===== src/rtl/pipe_hazard_ctrl_pkg.sv =====
// Shared definitions for the pipeline sequencing controller: multdiv
// occupancy state encodings, default latencies and the hard-wired zero
// register specifier.
package pipe_hazard_ctrl_pkg;

  typedef enum logic [1:0] {
    MD_IDLE = 2'd0,
    MD_BUSY = 2'd1,
    MD_DONE = 2'd2
  } md_state_t;

  localparam int MULT_LAT_DEF = 4;
  localparam int DIV_LAT_DEF  = 8;

  localparam logic [4:0] REG_ZERO = 5'd0;

endpackage


===== src/rtl/pipe_hazard_ctrl_md_seq.sv =====
// Multdiv occupancy sequencer. Holds the front end frozen from the start
// cycle until the result is valid, then gives one DONE cycle in which a
// still-high mult/div decode cannot retrigger a start.
//
// Handshake: md_start is a single-cycle request pulse with no ready. The
// multdiv unit must accept it unconditionally. md_done is a single-cycle
// valid pulse, LAT cycles after md_start, with no back-pressure.
module pipe_hazard_ctrl_md_seq
  import pipe_hazard_ctrl_pkg::*;
#(
  parameter int MULT_LAT = MULT_LAT_DEF,
  parameter int DIV_LAT  = DIV_LAT_DEF
) (
  input  logic      clock,
  input  logic      reset,
  input  logic      start_req,
  input  logic      is_div,
  output logic      md_start,
  output logic      md_busy,
  output logic      md_done,
  output md_state_t md_state
);

  localparam int MAX_LAT = (DIV_LAT > MULT_LAT) ? DIV_LAT : MULT_LAT;
  localparam int CW      = $clog2(MAX_LAT + 1);

  logic [CW-1:0] md_cnt;

  // Start only from IDLE; DONE deliberately masks the still-present request.
  assign md_start = ~reset & (md_state == MD_IDLE) & start_req;
  assign md_busy  = md_start | (md_state == MD_BUSY);
  assign md_done  = (md_state == MD_DONE);

  // Occupancy FSM with latency down-counter; div wins if both flags are set.
  always_ff @(posedge clock or posedge reset) begin
    if (reset) begin
      md_state <= MD_IDLE;
      md_cnt   <= '0;
    end else begin
      case (md_state)
        MD_IDLE: begin
          if (start_req) begin
            md_cnt   <= is_div ? CW'(DIV_LAT - 1) : CW'(MULT_LAT - 1);
            md_state <= MD_BUSY;
          end
        end
        MD_BUSY: begin
          md_cnt <= md_cnt - CW'(1);
          if (md_cnt == CW'(1)) md_state <= MD_DONE;
        end
        MD_DONE: begin
          md_state <= MD_IDLE;
        end
        default: begin
          md_state <= MD_IDLE;
          md_cnt   <= '0;
        end
      endcase
    end
  end

endmodule


===== src/rtl/pipe_hazard_ctrl.sv =====
// Pipeline sequencing controller. Produces latch enables, flushes and
// bubbles for the hazards the bypass network cannot cover: load-use,
// decode-resolved branch/jr operands, taken-branch flushes and multdiv
// occupancy. Also counts cycles in which the PC is held.
module pipe_hazard_ctrl
  import pipe_hazard_ctrl_pkg::*;
#(
  parameter int MULT_LAT = MULT_LAT_DEF,
  parameter int DIV_LAT  = DIV_LAT_DEF,
  parameter int CNT_W    = 32
) (
  input  logic             clock,
  input  logic             reset,
  input  logic [4:0]       FD_rs,
  input  logic [4:0]       FD_rt,
  input  logic             FD_usesRs,
  input  logic             FD_usesRt,
  input  logic             FD_isCtrl,
  input  logic             D_branchTaken,
  input  logic [4:0]       DX_rd,
  input  logic             DX_regWrite,
  input  logic             DX_memRead,
  input  logic             DX_isMult,
  input  logic             DX_isDiv,
  input  logic [4:0]       XM_rd,
  input  logic             XM_memRead,
  input  logic             X_branchTaken,
  output logic             pc_en,
  output logic             FD_en,
  output logic             DX_en,
  output logic             FD_flush,
  output logic             DX_flush,
  output logic             XM_bubble,
  output logic             md_start,
  output logic             md_busy,
  output logic             md_done,
  output logic [CNT_W-1:0] stallCycles
);

  md_state_t md_state;
  logic      md_occ;
  logic      rs_dx, rt_dx, rs_xm, rt_xm;
  logic      load_use, ctrl_stall, dec_stall;

  pipe_hazard_ctrl_md_seq #(
    .MULT_LAT (MULT_LAT),
    .DIV_LAT  (DIV_LAT)
  ) u_md_seq (
    .clock     (clock),
    .reset     (reset),
    .start_req (DX_isMult | DX_isDiv),
    .is_div    (DX_isDiv),
    .md_start  (md_start),
    .md_busy   (md_busy),
    .md_done   (md_done),
    .md_state  (md_state)
  );

  // Front end is frozen on the start cycle and through BUSY, not in DONE.
  assign md_occ = md_start | (md_state == MD_BUSY);

  // Used-source matches against the X and M destinations.
  assign rs_dx = FD_usesRs & (FD_rs == DX_rd);
  assign rt_dx = FD_usesRt & (FD_rt == DX_rd);
  assign rs_xm = FD_usesRs & (FD_rs == XM_rd);
  assign rt_xm = FD_usesRt & (FD_rt == XM_rd);

  assign load_use   = DX_memRead & (DX_rd != REG_ZERO) & (rs_dx | rt_dx);
  assign ctrl_stall = FD_isCtrl &
                      (((DX_rd != REG_ZERO) & DX_regWrite & (rs_dx | rt_dx)) |
                       ((XM_rd != REG_ZERO) & XM_memRead  & (rs_xm | rt_xm)));
  assign dec_stall  = load_use | ctrl_stall;

  // Priority: reset, multdiv occupancy, X flush, decode stall, D flush.
  always_comb begin
    pc_en     = 1'b1;
    FD_en     = 1'b1;
    DX_en     = 1'b1;
    FD_flush  = 1'b0;
    DX_flush  = 1'b0;
    XM_bubble = 1'b0;
    if (reset) begin
      pc_en = 1'b0;
      FD_en = 1'b0;
      DX_en = 1'b0;
    end else if (md_occ) begin
      pc_en     = 1'b0;
      FD_en     = 1'b0;
      DX_en     = 1'b0;
      XM_bubble = 1'b1;
    end else if (X_branchTaken) begin
      FD_flush = 1'b1;
      DX_flush = 1'b1;
    end else if (dec_stall) begin
      pc_en    = 1'b0;
      FD_en    = 1'b0;
      DX_flush = 1'b1;
    end else if (D_branchTaken) begin
      FD_flush = 1'b1;
    end
  end

  // Count every out-of-reset cycle with the PC held; wraps naturally.
  always_ff @(posedge clock or posedge reset) begin
    if (reset) begin
      stallCycles <= '0;
    end else if (!pc_en) begin
      stallCycles <= stallCycles + CNT_W'(1);
    end
  end

endmodule


===== config.mk =====
export PLATFORM = sky130hd
export DESIGN_NAME = pipe_hazard_ctrl
export DESIGN_NICKNAME = d
export VERILOG_FILES = /design/src/rtl/pipe_hazard_ctrl_pkg.sv /design/src/rtl/pipe_hazard_ctrl_md_seq.sv /design/src/rtl/pipe_hazard_ctrl.sv
export SDC_FILE = /design/constraint.sdc
export NUM_CORES = 1
export LEC_CHECK = 0
export ABC_AREA = 1
export CORE_MARGIN = 2
export CORE_UTILIZATION = 45
export CTS_CLUSTER_SIZE = 40
export DETAILED_ROUTE_END_ITERATION = 10
export PLACE_DENSITY = 0.73
export SYNTH_ARGS = -nofsm -noshare
export SYNTH_HDL_FRONTEND = slang
export SYNTH_SLANG_ARGS = --single-unit
export TNS_END_PERCENT = 20

===== constraint.sdc =====
create_clock -name clock -period 3 [get_ports clock]
set_input_delay 0.75 -clock clock [delete_from_list [all_inputs] [get_ports clock]]
set_output_delay 0.75 -clock clock [all_outputs]
set_load 0.03 [all_outputs]

# Yosys cells after proc, flatten, opt, wreduce, memory -nomap -nowiden
# Index checks and enable logic that the tools add are counted.
totals:
  register_bits: 38
  out_inout_bits: 41
op_classes:
  addsub: 2
  n_eq_ne: 9
  muxes: 23
  n_bitwise: 21
  n_reduce_logical: 5
op_table:
  columns: ["operator", "n"]
  rows:
  - ["adder 32 x 1 -> 32 bit, second input constant", 1]
  - ["equality test 5 bit", 4]
  - ["two-way mux 1 bit", 17]
  - ["bitwise AND 1 bit", 13]
  - ["case mux 4 bit (3 select lines)", 1]
  - ["nonzero test 5 bit", 2]
  - ["bitwise OR 1 bit", 6]
  - ["equality test 4 x 1 -> 1 bit, second input constant", 1]
  - ["two-way mux 2 bit", 2]
  - ["two-way mux 4 bit", 1]
  - ["!= test 2 x 1 -> 1 bit, second input constant", 2]
  - ["case mux 2 bit (2 select lines)", 1]
  - ["AND reduction 2 bit", 2]
  - ["subtractor 4 x 1 -> 4 bit, second input constant", 1]
  - ["two-way mux 3 bit", 1]
  - ["equality test 2 x 1 -> 1 bit, second input constant", 1]
  - ["equality test 2 bit, second input constant", 1]
  - ["logical NOT 2 bit", 1]
  - ["NOT 1 bit", 2]

# Logic depth before layout (Yosys ltp)
# Gate-level depths: netlist of run 1.
logic_depth:
  depth_word: 11
  mapped_depth: 13

# Hierarchy
# A second synthesis of run 1 with hierarchy kept.
unflattened:
  cells_unflattened: 451
  area_unflattened_um2: 2891.5
modules_own_cells:
  columns: ["module", "n_inst", "cells_per_inst", "area_each_um2", "seq_area_each_um2"]
  rows:
  - ["pipe_hazard_ctrl", 1, 400, 2534.9, 800.8]
  - ["pipe_hazard_ctrl_md_seq", 1, 51, 356.6, 150.1]

# Worst setup path before layout of run 1
# OpenSTA, ideal clock, no wires.
synth_timing:
  path_kind: "input-to-output"
  startpoint: "input DX_isDiv"
  endpoint: "output pc_en"
  arrival_time_ps: 2120
  required_ps: 2250
  setup_slack_ps: 130
  stages: 9
  path_buffers: 2
  cell_sequence: "nor2_1 > nor2_1 > nand2_1 > o21ai_2 > nor2_4 > nand2_4 > buf_6 > inv_1 > buf_4"
synth_via:
  elab_chain_len: 5
synth_rtl:
  columns: ["element", "line", "text"]
  rows:
  - ["from (decl)", "pipe_hazard_ctrl.sv:24", "input logic DX_isDiv,"]
  - ["bitwise OR 1 bit", "pipe_hazard_ctrl.sv:51", ".start_req (DX_isMult | DX_isDiv),"]
  - ["bitwise AND 1 bit", "pipe_hazard_ctrl_md_seq.sv:30", "assign md_start = ~reset & (md_state == MD_IDLE) & start_req;"]
  - ["bitwise OR 1 bit", null, null]
  - ["via md_busy", "pipe_hazard_ctrl.sv:35", "output logic md_busy,"]
  - ["two-way mux 1 bit", "pipe_hazard_ctrl.sv:86", "end else if (md_occ) begin"]
  - ["two-way mux 1 bit", "pipe_hazard_ctrl.sv:82", "if (reset) begin"]
  - ["to (decl)", "pipe_hazard_ctrl.sv:28", "output logic pc_en,"]
# The timed path passes the listed nets, and every way through them passes these cells.

# Final worst setup path of run 1
layout_timing:
  startpoint: "input FD_rs[3]"
  endpoint: "output FD_flush"
layout_via:
  elab_chain_len: 11
  elab_cells_between_ends: 16
  classes_between: "2 x eq/ne; 4 x mux; 10 x bitwise"
layout_rtl:
  columns: ["element", "line", "text"]
  rows:
  - ["from (decl)", "pipe_hazard_ctrl.sv:14", "input logic [4:0] FD_rs,"]
  - ["equality test 5 bit, on equally long branches", "pipe_hazard_ctrl.sv:63, pipe_hazard_ctrl.sv:65", null]
  - ["bitwise AND 1 bit, on equally long branches", "pipe_hazard_ctrl.sv:63, pipe_hazard_ctrl.sv:65", null]
  - ["bitwise OR 1 bit, on equally long branches", "pipe_hazard_ctrl.sv:68, pipe_hazard_ctrl.sv:70, pipe_hazard_ctrl.sv:71", null]
  - ["bitwise AND 1 bit, on equally long branches", "pipe_hazard_ctrl.sv:70, pipe_hazard_ctrl.sv:71", null]
  - ["bitwise OR 1 bit", "pipe_hazard_ctrl.sv:70", "(((DX_rd != REG_ZERO) & DX_regWrite & (rs_dx | rt_dx)) |"]
  - ["bitwise AND 1 bit", "pipe_hazard_ctrl.sv:69", "assign ctrl_stall = FD_isCtrl &"]
  - ["bitwise OR 1 bit *", "pipe_hazard_ctrl.sv:72", "assign dec_stall = load_use | ctrl_stall;"]
  - ["two-way mux 1 bit *", "pipe_hazard_ctrl.sv:94", "end else if (dec_stall) begin"]
  - ["two-way mux 1 bit *", "pipe_hazard_ctrl.sv:91", "end else if (X_branchTaken) begin"]
  - ["two-way mux 1 bit *", "pipe_hazard_ctrl.sv:86", null]
  - ["two-way mux 1 bit *", "pipe_hazard_ctrl.sv:82", null]
  - ["to (decl)", "pipe_hazard_ctrl.sv:31", "output logic FD_flush,"]
# Every way passes the cells marked *; elsewhere a longest branch is shown, timed or not.

==> flow_summary.toml, run 1 <==
[synthesis]
syn_nets = 479
netlist_area_um2 = 2887
yosys_warnings = 0
synth_cell_types = 29
synth_area_per_cell_um2 = 6.501
synth_cells = 444
synth_ff_type = "dfrtp_1"
yosysSeqAreaShare_pct = 32.94
async_flop_share_pct = 100.0
ys_ff_latch = 38
synth_edf_count = 0

[worst_setup_path]
worstSetupStartpointType = "input pin"
slowest_stage = "clkdlybuf4s50_1"
slowest_delay_ns = 0.47
timing.critical_path.mode_cell = "nand2_1"
crit_chain = "clkdlybuf4s50_1 > buf_4 > nand2_1 > o21ai_1 > nor2_2 > nand3_1 > nand2_1 > nand2_1 > nand2_2 > nand2_2 > nand2_4 > nor2_2 > buf_6"
required_ns = 2.25
cp_max_fo = 3
critical_path_class = "in2out"
critPathCaptureType = "primary output"
arrival_ns = 2.18

[cts]
cts_tree = "yes"
clk_latency_ns = 0.29
postCtsSetupBuffers = 0
cts_max_level = 2
clk_pin_slew_worst_paths_ns = 0.08
root_buffer = "clkbuf_8"
cts_made_buffers = 5
cts_sinks = 38
clockBufferDepth = 2
cts-hold-fix-buffers = 0

[routing]
vias_per_cell = 5.027
drt_iter0_drc = 132
drc_errors = 0
ant_nets = 0
via_count = 2996
dr.pass1.iters = 4
wl_per_cell_um = 12.57
wl_mm = 7.490

[cells_and_area]
fillers = 622
drive_above_1_share_pct = 9.056
final_cells = 596
register_area_um2 = 950.9
multiInputGateArea_um2 = 1688
nNetsFinal = 553
final_cell_mix = "nand2_1, nand3_1, clkdlybuf4s50_1"
area_growth_pct = 31.77
final_common_cell = "nand2_1"
diodes = 0

[placement]
dp_cells = 588
gp_congestion = 1.013
post-dp-hpwl_mm = 5.778
io_buffers = 72

[hold_path]
hold_path_class = "reg2reg"

[timing]
skew_ns = 0.005998
holdWs_ns = 0.5230
finalCritPeriodShare_pct = 97.69
slew_viol_final = 0
tns_ns = 0
setup_viol = 0
hold_viol_final = 0
slew-limit-headroom_pct = 67.28
rsz0062_at_grt = "yes"
fmax_mhz = 341.2
worstMarginPinSlew_ns = 0.4908
period_minus_slack_ns = 2.931

[global_routing]
grt_max_degree = 39
grt_pass1_vias = 2917
grt_pass1_wl_mm = 12.97
grt_usage_pct = 21.92
antenna_found_initial = 0
grt_overflow_total = 0

[die]
die_h_um = 84.09
row_count = 29
initial_utilization_pct = 45.98
io_pins = 73
die_x_um = 84.09
dieArea_um2 = 7071
core-area_um2 = 6277

[outcome]
outcome = "finished, final reports clean"

[pwr]
power_density_nw_per_um2 = 520.4
power_mw = 1.980
p_leak_nw = 2.044
ir_drop_uv = 518.3

[job]
max_cap_violations = 0
cells by family (layout without fill, tap and decap cells):
| logic type | count (synthesis) | after routing | share of synthesized area, % |
|---|---|---|---|
| compound gates | 13 | 13 | 2.731 |
| xor+xnor | 28 | 28 | 8.496 |
| fa+ha+maj | 3 | 3 | 1.301 |
| buf+inv | 60 | 135 | 9.103 |
| flops | 38 | 38 | 32.94 |
| simple gates | 302 | 302 | 45.43 |
through the flow:
stage | instance area, µm² | worst slack, ns | util (%)
5_1_grt | 3804 | -0.04651 | 60.59
2_1_floorplan | 2887 | 0.1301 | -
4_1_cts | 3750 | 0.03568 | 59.74
3_5_place_dp | 3657 | -0.007149 | 58.26
6_report | 3804 | 0.06930 | 60.59
3_3_place_gp | 3657 | -0.02528 | 58.26
sequential cells by signal, summed over array words and instances (netlist names):
| name | count |
|---|---|
| stallCycles | 32 |
| u_md_seq.md_cnt | 4 |
| u_md_seq.md_state | 2 |
synth_stat cells (2+ instances only):
library cell	count	area (µm²)
buf_2	9	45.04
buf_6	3	33.78
dfrtp_1	38	950.9
ha_1	3	37.54
inv_1	45	168.9
inv_2	2	7.510
nand2_1	169	634.4
nand2_2	3	18.77
nand3_1	51	255.2
nand3b_1	3	22.52
nand4_1	7	43.79
nor2_1	49	183.9
nor2_2	2	12.51
nor2_4	4	45.04
nor3_1	10	50.05
o21ai_0	7	35.03
xnor2_1	9	78.83
xor2_1	19	166.4
layout make-up:
cell class | count | area share, %
timing repair buffer | 80 | 20.95
tap | 77 | 2.533
clock buffer | 6 | 2.171
inverter | 47 | 4.638
sequential | 38 | 25.00
clock inverter | 2 | 0.3289
multi-input combinational | 346 | 44.38
layer usage:
metal	wire [µm]	up-vias	global-route usage, %
met5	0	-	0
li1	-	1538	-
met1	3309	1366	27.07
met2	3692	77	38.96
met3	354	15	3.956
met4	134	0	6.012
worst paths after layout:
| kind | startpoint | end | slack, ns | depth (start not counted) |
|---|---|---|---|---|
| hold / removal | u_md_seq.md_cnt[3]$_DFFE_PP0P_ | u_md_seq.md_cnt[3]$_DFFE_PP0P_ | 0.52 | 2 |
| setup / recovery | FD_rs[3] | FD_flush | 0.07 | 13 |
| setup reg to reg | stallCycles[1]$_DFFE_PP0N_ | stallCycles[26]$_DFFE_PP0N_ | 1.15 | 9 |
| max in group asynchronous | reset | stallCycles[28]$_DFFE_PP0N_ | 1.58 | 4 |
| min in group asynchronous | reset | u_md_seq.md_cnt[0]$_DFFE_PP0P_ | 1.08 | 4 |
| hold reg to reg | u_md_seq.md_cnt[3]$_DFFE_PP0P_ | u_md_seq.md_cnt[3]$_DFFE_PP0P_ | 0.52 | 2 |
worst max-delay path, delay by kind of cell:
family	cells	cell delay, ns
buf+inv	3	0.74
simple gates	9	0.59
compound gates	1	0.09
timing repair:
| action | 4_1_cts | 5_1_grt |
|---|---|---|
| gates resized for setup | 2 | 24 |
| endpoints found under the setup margin | 2 | 4 |
| cloned | 0 | 0 |
| pin swaps | 0 | 2 |
power breakdown:
| group | total, mW | internal (mW) | switching, mW |
|---|---|---|---|
| clock | 0.372 | 0.185 | 0.187 |
| sequential | 0.696 | 0.597 | 0.0989 |
| combinational | 0.912 | 0.342 | 0.569 |
| total | 1.98 | 1.12 | 0.855 |
No activity file was read; power rests on OpenSTA's default activity.
==> run 2, diff against run 1 <==
--- a/config.mk
+++ b/config.mk
@@ -8,7 +8,9 @@
 export ABC_AREA = 1
+export CELL_PAD_IN_SITES_DETAIL_PLACEMENT = 0
+export CELL_PAD_IN_SITES_GLOBAL_PLACEMENT = 1
 export CORE_MARGIN = 2
-export CORE_UTILIZATION = 45
+export CORE_UTILIZATION = 37
 export CTS_CLUSTER_SIZE = 40
 export DETAILED_ROUTE_END_ITERATION = 10
-export PLACE_DENSITY = 0.73
+export PLACE_DENSITY_LB_ADDON = 0.15
 export SYNTH_ARGS = -nofsm -noshare
==> constraint.sdc (replaced) <==
create_clock -name clock -period 3 [get_ports clock]
set_input_delay 0.3 -clock clock [delete_from_list [all_inputs] [get_ports clock]]
set_output_delay 0.3 -clock clock [all_outputs]
set_load 0.03 [all_outputs]
==> run 2 against run 1 <==
Against the previous run: flip-flop and latch count unchanged; power about the same; clock-buffer cell count stayed put; final area fell by 0.99%; worst hold slack better by 0.00099 ns; clock skew rose by 0.0020 ns; die area increased by 21%; combinational power down 1%; first-iteration DRC count fell by 17%; non-clock buffer count shrank 4; critical path depth is 1 lower; critical endpoint is now DX_flush; largest cell class unchanged.
==> flow_summary.toml, run 2 (synthesis results as in run 1) <==
[cells_and_area]
largest_register = "stallCycles"
fillers = 799
final_cells = 617
final_common_cell = "nand2_1"
top_regs = "stallCycles x32, u_md_seq.md_cnt x4, u_md_seq.md_state x2"
final_cell_mix = "nand2_1, clkdlybuf4s50_1, nand3_1"
nNetsFinal = 549
diodes = 0
area_growth_pct = 30.47
largest_reg_flops = 32
drive_above_1_share_pct = 5.825
fin_area_um2 = 3766

[timing]
fin_ws_ns = 0.4918
rsz0062_at_grt = "no"
worstMarginPinSlew_ns = 0.5091
skew_ns = 0.007954
holdWs_ns = 0.5240
fmax_mhz = 398.7
tns_ns = 0
slew_viol_final = 0
slew-limit-headroom_pct = 66.06
setup_viol = 0
period_minus_slack_ns = 2.508
finalCritPeriodShare_pct = 83.61
hold_viol_final = 0

[pwr]
power_switching_share_pct = 43.45
combinationalPowerShare_pct = 45.4
seqPwrFrac_pct = 35.2
pwr-share-clk_pct = 19.4
p_leak_nw = 1.889
internal_power_mw = 1.119
ir_drop_uv = 406.2
p_sw_mw = 0.8601
power_density_nw_per_um2 = 525.5

[global_routing]
grt_usage_pct = 18.98
grt_pass1_wl_mm = 13.14
antenna_found_initial = 0
grt_overflow_total = 0
grt_pass1_vias = 2828
grt_max_degree = 39

[cts]
postCtsSetupBuffers = 0
cts_sinks = 38
cts_tree = "yes"
cts-resized-gates = 0
clk_latency_ns = 0.29
cts_made_buffers = 5
root_buffer = "clkbuf_8"
clockBufferDepth = 2
cts_max_level = 2
clk_pin_slew_worst_paths_ns = 0.08
cts-hold-fix-buffers = 0

[die]
initial_utilization_pct = 37.75
die_x_um = 92.33
die_h_um = 92.33
dieArea_um2 = 8524
row_count = 32
io_pins = 73
core-area_um2 = 7647

[hold_path]
hold_path_class = "reg2reg"

[placement]
dp_cells = 609
io_buffers = 72
postPlaceCellArea_um2 = 3671
dp_slack_ns = 0.4664
gp_congestion = 0.8839
post-dp-hpwl_mm = 5.958

[worst_setup_path]
r2r_setup_slack_ns = 1.05
arrival_ns = 2.21
slowest_delay_ns = 0.66
timing.critical_path.mode_cell = "nand2_1"
worstSetupStartpointType = "input pin"
crit_chain = "clkdlybuf4s50_1 > inv_1 > nand2_1 > nand2_1 > nor2_1 > nand3_1 > nand2_1 > nand2_1 > nand2_1 > o21ai_0 > inv_1 > clkdlybuf4s50_1"
required_ns = 2.70
slowest_stage = "clkdlybuf4s50_1"
critical_path_class = "in2out"
cp_max_fo = 4
critPathCaptureType = "primary output"

[routing]
vias_per_cell = 4.718
via_count = 2911
wl_per_cell_um = 12.56
ant_nets = 0
drt_iter0_drc = 109
wl_mm = 7.748
dr.pass1.iters = 4
drc_errors = 0

[outcome]
outcome = "finished, final reports clean"

[job]
max_cap_violations = 0
## run 2: cell count changes in the layout (fill, tap and decap cells not counted), sizes merged
cell	change
buf	-9
clkdlybuf4s50	+21
dlygate4sd2	-2
dlymetal6s2s	-14
## run 2: worst max-delay path, delay by kind of cell
kind / cells / cell delay (ns)
simple gates: 7 / 0.52
compound gates: 1 / 0.07
buf+inv: 4 / 1.30
## run 2: layer usage
layer,vias to the layer above,routed length (µm),track usage (%)
li1,1529,-,-
met1,1320,3507,23.38
met2,58,3884,34.85
met3,4,310,3.662
met4,0,46,2.985
met5,-,0,0
## run 2: metrics by stage
stage               power (mW)  util, %
global route             2.135    49.25
detailed placement       1.614    48.00
global placement         1.611    48.00
finish                   1.979    49.25
floorplan                1.317        -
CTS                      2.007    49.25
## run 2: final cells by class
| type | instances | area, µm² | share of cell area (%) |
|---|---|---|---|
| flip-flops and latches | 38 | 950.9 | 25.25 |
| clock buffers | 6 | 82.58 | 2.193 |
| clock inverters | 2 | 12.51 | 0.3322 |
| repair buffers | 76 | 743.2 | 19.73 |
| inverters | 47 | 176.4 | 4.684 |
| multi-input cells | 346 | 1673 | 44.42 |
| well taps | 102 | 127.6 | 3.389 |
## run 2: power groups by stage
stage | clock [mW] | sequential [mW] | combinational, mW
CTS | 0.398 | 0.697 | 0.912
global route | 0.418 | 0.713 | 1.00
detailed placement | 0 | 0.706 | 0.908
global placement | 0 | 0.706 | 0.905
floorplan | 0 | 0.776 | 0.541
finish | 0.384 | 0.696 | 0.899
## run 2: path summary, 6_finish.rpt
kind / startpoint / to / cells after the start
min reg2reg: u_md_seq.md_cnt[3]$_DFFE_PP0P_ / u_md_seq.md_cnt[3]$_DFFE_PP0P_ / 2
min in group asynchronous: reset / stallCycles[13]$_DFFE_PP0N_ / 3
max reg2reg: u_md_seq.md_state[1]$_DFFE_PP0P_ / stallCycles[31]$_DFFE_PP0N_ / 9
min: u_md_seq.md_cnt[3]$_DFFE_PP0P_ / u_md_seq.md_cnt[3]$_DFFE_PP0P_ / 2
max: XM_rd[1] / DX_flush / 12
max in group asynchronous: reset / stallCycles[30]$_DFFE_PP0N_ / 3
==> run 3, diff against run 2 <==
CORE_UTILIZATION = 34   (was 37)
clock period = 2.5 ns   (was 3 ns; I/O delays follow)
==> run 3 against run 2 <==
Against the previous run: core utilization down 2.9 points; global-route usage down 1.0 points; final area up 1.1%; clock skew down 0.0024 ns; register-to-register slack worse by 0.46 ns; worst hold slack better by 0.0033 ns; via count up 1.0%; worst setup slack worse by 0.24 ns.
==> flow_summary.toml, run 3 (synthesis results as in run 1) <==
[timing]
tns_ns = 0
slew-limit-headroom_pct = 66.61
fin_ws_ns = 0.2474
fmax_mhz = 443.9
rsz0062_at_grt = "no"
finalCritPeriodShare_pct = 90.10
skew_ns = 0.005565
hold_viol_final = 0
setup_viol = 0
period_minus_slack_ns = 2.253
slew_viol_final = 0
worstMarginPinSlew_ns = 0.5008
holdWs_ns = 0.5273

[cts]
cts-resized-gates = 0
cts_made_buffers = 5
clk_latency_ns = 0.29
clockBufferDepth = 2
cts-hold-fix-buffers = 0
cts_sinks = 38
clk_pin_slew_worst_paths_ns = 0.09
cts_max_level = 2
cts_tree = "yes"
root_buffer = "clkbuf_8"
postCtsSetupBuffers = 0

[worst_setup_path]
crit_family = "buffers and inverters"
critPathCaptureType = "primary output"
worst-path-buf-inv = 2
arrival_ns = 2.00
worstSetupStartpointType = "input pin"
crit_chain = "clkdlybuf4s50_1 > nor2_1 > nor2_1 > nand2_1 > o21ai_2 > clkdlybuf4s50_1"
critical_path_class = "in2out"
slowest_delay_ns = 0.71
slowest_stage = "clkdlybuf4s50_1"
cp_max_fo = 5
required_ns = 2.25

[pwr]
power_mw = 2.572
ir_drop_uv = 540.3
power_density_nw_per_um2 = 675.5
p_leak_nw = 1.913

[routing]
dr.pass1.iters = 4
wl_mm = 7.889
ant_nets = 0
vias_per_cell = 4.744
wl_per_cell_um = 12.72
drc_errors = 0
drt_iter0_drc = 92
via_count = 2941

[cells_and_area]
final_common_cell = "nand2_1"
drive_above_1_share_pct = 6.214
nNetsFinal = 549
area_growth_pct = 31.90
largest_reg_flops = 32
diodes = 0
largest_register = "stallCycles"
fin_area_um2 = 3807
fillers = 865
final_cell_mix = "nand2_1, clkdlybuf4s50_1, nand3_1"
top_regs = "stallCycles x32, u_md_seq.md_cnt x4, u_md_seq.md_state x2"

[hold_path]
hold_path_class = "in2async"

[job]
max_cap_violations = 0

[placement]
dp_slack_ns = 0.2448
post-dp-hpwl_mm = 6.087
gp_congestion = 0.8518
postPlaceCellArea_um2 = 3670
io_buffers = 72

[die]
dieArea_um2 = 9243
die_x_um = 96.14
die_h_um = 96.14
initial_utilization_pct = 35.13
row_count = 33
io_pins = 73
core-area_um2 = 8217

[global_routing]
grt.busiest_layer = "met2"
grt_overflow_total = 0
grt_pass1_vias = 2775
grtUsageMet2_pct = 31.94
grtUsageMet3_pct = 3.289
antenna_found_initial = 0
grt_usage_pct = 17.95
grt_max_degree = 39
grt_pass1_wl_mm = 13.03
use_met1_pct = 21.86

[outcome]
outcome = "finished, final reports clean"
## run 3: where the power goes
group | internal (mW) | leakage (nW) | switching [mW]
sequential | 0.717 | 0.511 | 0.124
clock | 0.400 | 0.0683 | 0.244
combinational | 0.402 | 1.33 | 0.685
## run 3: worst register-to-register path, cell delays in order, from the launching register on
cell and delay [ns]:
dfrtp_1 0.43, ha_1 0.22, inv_1 0.08, nor2_4 0.22, nand2_1 0.17, nor2_1 0.24, nand4_1 0.17, xor2_1 0.17
nand2_1 0.07, nand2_1 0.04
## run 3: final timing paths
path	startpoint	end	slack (ns)	depth (start not counted)
setup / recovery	DX_isDiv	md_busy	0.25	6
hold / removal	reset	u_md_seq.md_cnt[1]$_DFFE_PP0P_	0.53	3
setup reg to reg	stallCycles[1]$_DFFE_PP0N_	stallCycles[26]$_DFFE_PP0N_	0.59	9
hold reg to reg	u_md_seq.md_cnt[3]$_DFFE_PP0P_	u_md_seq.md_cnt[3]$_DFFE_PP0P_	0.53	2
max in group asynchronous	reset	stallCycles[19]$_DFFE_PP0N_	1.60	3
min in group clock	u_md_seq.md_cnt[3]$_DFFE_PP0P_	u_md_seq.md_cnt[3]$_DFFE_PP0P_	0.53	2
## run 3: cell type report
cell class | count | area [µm²] | share of cell area, %
tap | 105 | 131.4 | 3.451
sequential | 38 | 950.9 | 24.98
inverter | 47 | 176.4 | 4.634
timing repair buffer | 76 | 738.2 | 19.39
multi-input combinational | 346 | 1673 | 43.94
clock inverter | 3 | 68.82 | 1.807
clock buffer | 5 | 68.82 | 1.807
## run 3: through the flow
step | cells | util, %
2_1_floorplan | 444 | -
3_5_place_dp | 612 | 44.66
5_1_grt | 620 | 46.34
3_3_place_gp | 612 | 44.66
4_1_cts | 620 | 46.34
6_report | 620 | 46.34
## run 3: per-layer routing
| layer | wire (µm) | share of wire (%) |
|---|---|---|
| met5 | 0 | 0 |
| met4 | 114 | 1.4 |
| met3 | 288 | 3.7 |
| met2 | 3924 | 50 |
| met1 | 3562 | 45 |
